`config.mk`:
```
export PLATFORM = sky130hd
export DESIGN_NAME = decode_ctl_flat
export DESIGN_NICKNAME = d
export VERILOG_FILES = /design/src/rtl/decode_ctl_pkg.sv /design/src/rtl/decode_ctl_if.sv /design/src/rtl/decode_ctl_hazard_detect.sv /design/src/rtl/decode_ctl.sv /design/src/flat_wrapper.sv
export SDC_FILE = /design/constraint.sdc
export NUM_CORES = 1
export LEC_CHECK = 0
export BUFFER_PORTS_ARGS = -buffer_cell sky130_fd_sc_hd__clkbuf_2
export CORE_MARGIN = 2
export CORE_UTILIZATION = 40
export CTS_BUF_LIST = sky130_fd_sc_hd__clkbuf_8
export DETAILED_ROUTE_END_ITERATION = 8
export PLACE_DENSITY = 0.75
export SLEW_MARGIN = 0
export SYNTH_ARGS = -nofsm -noshare
export SYNTH_HDL_FRONTEND = slang
export SYNTH_HIERARCHICAL = 1
export SYNTH_SLANG_ARGS = --single-unit
```
`constraint.sdc`:
```
create_clock -name clock -period 6.85 [get_ports clock]
set_input_delay 0.3425 -clock clock [delete_from_list [all_inputs] [get_ports clock]]
set_output_delay 0.3425 -clock clock [all_outputs]
set_load 0.02 [all_outputs]
```
`src/rtl/decode_ctl_pkg.sv`:
```
// Shared opcode/field definitions and FSM encoding for the decode stage.
// Field helpers assume the 32-bit instruction layout.
package decode_ctl_pkg;

  localparam logic [4:0] OP_R    = 5'b00000;
  localparam logic [4:0] OP_J    = 5'b00001;
  localparam logic [4:0] OP_BNE  = 5'b00010;
  localparam logic [4:0] OP_JAL  = 5'b00011;
  localparam logic [4:0] OP_JR   = 5'b00100;
  localparam logic [4:0] OP_ADDI = 5'b00101;
  localparam logic [4:0] OP_BLT  = 5'b00110;
  localparam logic [4:0] OP_SW   = 5'b00111;
  localparam logic [4:0] OP_LW   = 5'b01000;

  localparam logic [4:0] ALU_MUL = 5'b00110;
  localparam logic [4:0] ALU_DIV = 5'b00111;

  localparam logic [4:0] REG_RA  = 5'd31;

  localparam logic [1:0] ST_RUN    = 2'd0;
  localparam logic [1:0] ST_HOLD   = 2'd1;
  localparam logic [1:0] ST_MDWAIT = 2'd2;

  typedef struct packed {
    logic [4:0] a;
    logic [4:0] b;
  } src_pair_t;

  typedef struct packed {
    logic       wr;
    logic [4:0] rd;
  } dst_t;

  function automatic logic [4:0] f_op(input logic [31:0] ins);
    return ins[31:27];
  endfunction

  function automatic logic [4:0] f_rd(input logic [31:0] ins);
    return ins[26:22];
  endfunction

  function automatic logic [4:0] f_rs(input logic [31:0] ins);
    return ins[21:17];
  endfunction

  function automatic logic [4:0] f_rt(input logic [31:0] ins);
    return ins[16:12];
  endfunction

  function automatic logic [4:0] f_aluop(input logic [31:0] ins);
    return ins[6:2];
  endfunction

  // Register operands read by an instruction; unused slots read r0.
  function automatic src_pair_t srcs_of(input logic [31:0] ins);
    src_pair_t s;
    s = '0;
    case (f_op(ins))
      OP_R:                 begin s.a = f_rs(ins); s.b = f_rt(ins); end
      OP_ADDI, OP_LW:       s.a = f_rs(ins);
      OP_SW, OP_BNE, OP_BLT: begin s.a = f_rd(ins); s.b = f_rs(ins); end
      OP_JR:                s.a = f_rd(ins);
      default:              s = '0;
    endcase
    return s;
  endfunction

  function automatic dst_t dest_of(input logic [31:0] ins);
    dst_t d;
    d = '0;
    case (f_op(ins))
      OP_R, OP_ADDI, OP_LW: begin d.wr = 1'b1; d.rd = f_rd(ins); end
      OP_JAL:               begin d.wr = 1'b1; d.rd = REG_RA; end
      default:              d = '0;
    endcase
    return d;
  endfunction

endpackage

```
`src/rtl/decode_ctl_if.sv`:
```
// Fetch/decode/execute signal bundle around the decode stage.
interface decode_ctl_if #(parameter int DW = 32);
  logic [DW-1:0] fd_ins;
  logic [DW-1:0] fd_pc;
  logic [DW-1:0] fd_j;
  logic [DW-1:0] rd_data;
  logic          br;
  logic          md_busy;
  logic [4:0]    src_a_addr;
  logic [4:0]    src_b_addr;
  logic          stall_a;
  logic          jal_jr;
  logic [DW-1:0] jal_jr_val;
  logic          jal_jr_clr;
  logic [DW-1:0] dx_ins;
  logic [DW-1:0] dx_pc;
  logic          dx_valid;

  modport master (
    output fd_ins, fd_pc, fd_j, rd_data, br, md_busy,
    input  src_a_addr, src_b_addr, stall_a, jal_jr, jal_jr_val, jal_jr_clr,
           dx_ins, dx_pc, dx_valid
  );

  modport slave (
    input  fd_ins, fd_pc, fd_j, rd_data, br, md_busy,
    output src_a_addr, src_b_addr, stall_a, jal_jr, jal_jr_val, jal_jr_clr,
           dx_ins, dx_pc, dx_valid
  );
endinterface

```
`src/rtl/decode_ctl_hazard_detect.sv`:
```
// Combinational hazard check of the instruction in decode against the one in D/X.
module hazard_detect
  import decode_ctl_pkg::*;
#(
  parameter int DW       = 32,
  parameter bit MD_STALL = 1'b1
) (
  input  logic [DW-1:0] cur_ins,
  input  logic [DW-1:0] dx_ins,
  input  logic          dx_valid,
  input  logic          md_busy,
  output logic          ld_use,
  output logic          jr_dep,
  output logic          md_hold,
  output logic [4:0]    src_a_addr,
  output logic [4:0]    src_b_addr
);

  logic [31:0] ci;
  logic [31:0] di;
  src_pair_t   src;
  dst_t        dst;

  assign ci = cur_ins[31:0];
  assign di = dx_ins[31:0];

  always_comb begin
    src = srcs_of(ci);
    dst = dest_of(di);
    ld_use  = dx_valid && (f_op(di) == OP_LW) && (f_rd(di) != 5'd0) &&
              ((f_rd(di) == src.a) || (f_rd(di) == src.b));
    // jr reads its target in decode, so any in-flight writer must retire first
    jr_dep  = dx_valid && (f_op(ci) == OP_JR) && dst.wr && (dst.rd == f_rd(ci));
    md_hold = MD_STALL && md_busy && (f_op(ci) == OP_R) &&
              ((f_aluop(ci) == ALU_MUL) || (f_aluop(ci) == ALU_DIV));
  end

  assign src_a_addr = src.a;
  assign src_b_addr = src.b;

endmodule

```
`src/rtl/decode_ctl.sv`:
```
// Decode stage: stall/replay FSM with a one-entry hold buffer, D/X register,
// and jal/jr redirect back to fetch.
module decode_ctl
  import decode_ctl_pkg::*;
#(
  parameter int DW       = 32,
  parameter bit MD_STALL = 1'b1
) (
  input logic         clock,
  input logic         clr_n,
  decode_ctl_if.slave bus
);

  typedef struct packed {
    logic [DW-1:0] ins;
    logic [DW-1:0] pc;
    logic [DW-1:0] j;
  } slot_t;

  logic [1:0]    state;
  logic [1:0]    state_nxt;
  slot_t         hold;
  slot_t         cur;
  logic [DW-1:0] dx_ins;
  logic [DW-1:0] dx_pc;
  logic          dx_valid;

  logic          ld_use;
  logic          jr_dep;
  logic          md_hold;
  logic [4:0]    src_a;
  logic [4:0]    src_b;
  logic          stall;
  logic          go;
  logic          redirect;
  logic          is_jr;
  logic          cur_nz;

  hazard_detect #(.DW(DW), .MD_STALL(MD_STALL)) u_hazard (
    .cur_ins    (cur.ins),
    .dx_ins     (dx_ins),
    .dx_valid   (dx_valid),
    .md_busy    (bus.md_busy),
    .ld_use     (ld_use),
    .jr_dep     (jr_dep),
    .md_hold    (md_hold),
    .src_a_addr (src_a),
    .src_b_addr (src_b)
  );

  // Outside RUN the held instruction owns decode; fetch is bubbling anyway.
  always_comb begin
    cur = '0;
    if (state == ST_RUN) begin
      cur.ins = bus.fd_ins;
      cur.pc  = bus.fd_pc;
      cur.j   = bus.fd_j;
    end else begin
      cur = hold;
    end
  end

  always_comb begin
    go        = clr_n && !bus.br;
    stall     = ld_use || jr_dep || md_hold;
    cur_nz    = |cur.ins;
    is_jr     = f_op(cur.ins[31:0]) == OP_JR;
    redirect  = go && !stall && (is_jr || (f_op(cur.ins[31:0]) == OP_JAL));
    state_nxt = (ld_use || jr_dep) ? ST_HOLD : ST_MDWAIT;
  end

  assign bus.stall_a    = go && stall;
  assign bus.jal_jr     = redirect;
  assign bus.jal_jr_clr = redirect;
  assign bus.jal_jr_val = !redirect ? '0 : (is_jr ? bus.rd_data : cur.j);
  assign bus.src_a_addr = clr_n ? src_a : 5'd0;
  assign bus.src_b_addr = clr_n ? src_b : 5'd0;

  // A taken branch squashes whatever decode holds, same as reset.
  always_ff @(posedge clock) begin
    if (!clr_n || bus.br) begin
      state    <= ST_RUN;
      hold     <= '0;
      dx_ins   <= '0;
      dx_pc    <= '0;
      dx_valid <= 1'b0;
    end else if (stall) begin
      state    <= state_nxt;
      hold     <= cur;
      dx_ins   <= '0;
      dx_pc    <= '0;
      dx_valid <= 1'b0;
    end else begin
      state    <= ST_RUN;
      hold     <= '0;
      dx_ins   <= cur.ins;
      dx_pc    <= cur_nz ? cur.pc : '0;
      dx_valid <= cur_nz;
    end
  end

  assign bus.dx_ins   = dx_ins;
  assign bus.dx_pc    = dx_pc;
  assign bus.dx_valid = dx_valid;

endmodule

```
`src/flat_wrapper.sv`:
```
// flat-port wrapper written by rule: the top's interface ports become plain ports
module decode_ctl_flat import decode_ctl_pkg::*;
#(
  parameter int DW       = 32,
  parameter bit MD_STALL = 1'b1
)
  (clock, clr_n, bus_fd_ins, bus_fd_pc, bus_fd_j, bus_rd_data, bus_br, bus_md_busy, bus_src_a_addr, bus_src_b_addr, bus_stall_a, bus_jal_jr, bus_jal_jr_val, bus_jal_jr_clr, bus_dx_ins, bus_dx_pc, bus_dx_valid);
  decode_ctl_if #(.DW(DW)) bus_i ();
  input logic clock;
  input logic clr_n;
  input wire logic [$bits(bus_i.fd_ins)-1:0] bus_fd_ins;
  input wire logic [$bits(bus_i.fd_pc)-1:0] bus_fd_pc;
  input wire logic [$bits(bus_i.fd_j)-1:0] bus_fd_j;
  input wire logic [$bits(bus_i.rd_data)-1:0] bus_rd_data;
  input wire logic [$bits(bus_i.br)-1:0] bus_br;
  input wire logic [$bits(bus_i.md_busy)-1:0] bus_md_busy;
  output wire logic [$bits(bus_i.src_a_addr)-1:0] bus_src_a_addr;
  output wire logic [$bits(bus_i.src_b_addr)-1:0] bus_src_b_addr;
  output wire logic [$bits(bus_i.stall_a)-1:0] bus_stall_a;
  output wire logic [$bits(bus_i.jal_jr)-1:0] bus_jal_jr;
  output wire logic [$bits(bus_i.jal_jr_val)-1:0] bus_jal_jr_val;
  output wire logic [$bits(bus_i.jal_jr_clr)-1:0] bus_jal_jr_clr;
  output wire logic [$bits(bus_i.dx_ins)-1:0] bus_dx_ins;
  output wire logic [$bits(bus_i.dx_pc)-1:0] bus_dx_pc;
  output wire logic [$bits(bus_i.dx_valid)-1:0] bus_dx_valid;
  assign bus_i.fd_ins = bus_fd_ins;
  assign bus_i.fd_pc = bus_fd_pc;
  assign bus_i.fd_j = bus_fd_j;
  assign bus_i.rd_data = bus_rd_data;
  assign bus_i.br = bus_br;
  assign bus_i.md_busy = bus_md_busy;
  assign bus_src_a_addr = bus_i.src_a_addr;
  assign bus_src_b_addr = bus_i.src_b_addr;
  assign bus_stall_a = bus_i.stall_a;
  assign bus_jal_jr = bus_i.jal_jr;
  assign bus_jal_jr_val = bus_i.jal_jr_val;
  assign bus_jal_jr_clr = bus_i.jal_jr_clr;
  assign bus_dx_ins = bus_i.dx_ins;
  assign bus_dx_pc = bus_i.dx_pc;
  assign bus_dx_valid = bus_i.dx_valid;
  decode_ctl #(.DW(DW), .MD_STALL(MD_STALL)) u_core (.clock(clock), .clr_n(clr_n), .bus(bus_i));
endmodule
```
==> flow_summary.ini <==
[finish]
final_cell_mix = clkbuf_2 (241), dfxtp_1 (163), nor2_1 (140)
final-seq-area_sq_mm = 0.00326
multiInputGateArea_sq_mm = 0.00321
final_nets = 1038
final_layout_size_suffix_gt1_frac = 0.364
final_core_util = 0.516
layout_commonest_cell = clkbuf_2
syn2layout_area_growth_pct = 25.9
fill_cells = 1558
diodes = 0
final_area_sq_mm = 0.00856

[synthesis]
postSynthAreaPerCell_sq_um = 9.81
yosys_warnings = 6
syn_nets = 825
syn_inst = 693
synth_area_sq_mm = 0.00680

[clocking]
cts_tree = built
root_buffer = clkbuf_8
clockBufferDepth = 2
clock_latency_ns = 0.46
cts_resized = 0
ctsHoldBuffers = 0
cts.clk_slew.worst_paths_ns = 0.10
numCtsBuffers = 17
post-cts-setup-buffers = 0
cts.sinks = 163
htree_levels = 4

[sta]
worst_pin_slew_ns = 1.16
finalSetupTns_ns = 0
skew_ns = 0.0167
finalCritPeriodShare = 0.803
max_slew_margin = 0.210
rsz0062_at_grt = false
drv_slew = 0
finalCriticalPeriod_ns = 5.50
finalHoldViolCount = 0
setup_violations = 0
fmax_mhz = 182

[floorplan]
boundaryPins = 242
std_cell_rows = 47
initial_core_util = 0.410
die_area_sq_mm = 0.0181
core_sq_mm = 0.0166
fp.dieH_um = 134
fp.dieW_um = 134

[global_route]
antenna_found_initial = 0
use_met1 = 0.250
first_global_vias = 5463
grt_pass1_wl_um = 28300
gr-usage-all-layers = 0.200
use_met2 = 0.337
grtUsageMet3 = 0.0578
busiest_layer = met2
grt-ovfl-total = 0
grt_start_max_net_pins = 66

[flow_run]
cap_violations = 0

[routing]
wire_per_inst_um = 16.2
firstDrtPassIters = 4
wirelength_um = 18500
route.vias.total = 5835
route.detailed.drc = 0
first_iter_violations = 283
ant_nets = 0
routed_via_density = 5.13

[pwr]
cellLeakagePower_nw = 4.33
power.internal_mw = 1.39
p_per_area_mw_per_mm2 = 222
swShare = 0.271
p_switching_mw = 0.515
power.share.sequential = 0.511
combPwrFrac = 0.106
p_clk_frac = 0.383
vdd_ir_drop_max_mv = 0.110

[critical_path]
criticalPathCategory = flip-flop to output pin
reg2reg_to = u_core/hold[94]
required_ns = 6.51
rr_startpoint = u_core/state[1]
path_max_fanout = 33
ff2ff_setup_slack_ns = 2.26
arrival_ns = 5.16
reg2regPathDepth = 14
critPathLaunchType = flip-flop
critPathCaptureType = output pin

[run_status]
outcome = complete, no violations

[placement]
hpwl_um = 13200
postPlaceCellArea_sq_mm = 0.00815
io_buffers = 241
gp_congestion = 0.863

[hold_path]
hold_class = primary input to flip-flop
min_from = bus_fd_pc[8]
min_to = u_core/hold[40]
hold_path_depth = 3
==> critical path: stages, from the launching register on <==
cell       delay [ns]
dfxtp_1          0.38
nor2_4           0.28
buf_4            0.50
mux2i_1          0.36
inv_1            0.13
or3_4            0.35
nor3_4           0.26
a22o_2           0.22
xor2_1           0.20
nor4_2           0.08
a32o_1           0.24
nor2_1           0.20
nand3b_1         0.15
or2_2            0.66
a2111oi_0        0.43
clkbuf_2         0.24
==> registers in the layout, indices dropped and copies added (netlist names) <==
register             flops
u_core/hold             96
u_core/bus.dx_ins       32
u_core/bus.dx_pc        32
u_core/state             2
u_core/bus.dx_valid      1
==> how the worst max path moves through the flow <==
stage / from / end / slack, ns / cells after the start
final: u_core/state[1] / bus_jal_jr_val[31] / 1.35 / 15
after global routing: u_core/state[1] / bus_jal_jr_val[31] / 1.01 / 15
after CTS: u_core/state[1] / bus_jal_jr_val[31] / 1.34 / 15
after detailed placement: u_core/state[1] / bus_jal_jr_val[31] / 1.90 / 15
after global placement: u_core/state[1] / bus_jal_jr_val[31] / 2.08 / 15
after floorplan: u_core/state[1] / bus_jal_jr_val[30] / 2.25 / 15
==> power by group through the flow <==
stage	combinational, mW	clock [mW]	sequential [mW]
floorplan	0.0977	0	1.01
global placement	0.199	0	0.993
detailed placement	0.201	0	0.993
CTS	0.202	0.748	0.971
global route	0.218	0.788	0.973
finish	0.202	0.728	0.971
==> cell type report <==
cell class,count,area share
Sequential cell,163,0.381
Multi-Input combinational cell,439,0.374
Timing Repair Buffer,249,0.148
Tap cell,220,0.0321
Clock buffer,18,0.0289
Clock inverter,13,0.0200
Inverter,36,0.0158
==> metrics by stage <==
| step | total power [mW] | cells | setup WS (ns) | hold slack [ns] |
|---|---|---|---|---|
| 2_1_floorplan | 1.11 | 693 | 2.25 | 0.452 |
| 3_3_place_gp | 1.19 | 1107 | 2.08 | 0.468 |
| 3_5_place_dp | 1.19 | 1107 | 1.90 | 0.478 |
| 4_1_cts | 1.92 | 1138 | 1.34 | 0.106 |
| 5_1_grt | 1.98 | 1138 | 1.01 | 0.104 |
| 6_report | 1.90 | 1138 | 1.35 | 0.147 |
==> routing by layer <==
metal,part of all wire,up-vias
met4,0.011,0
met5,0,-
met2,0.48,206
li1,-,2889
met3,0.062,16
met1,0.44,2724
(Power assumes the default switching activity.)
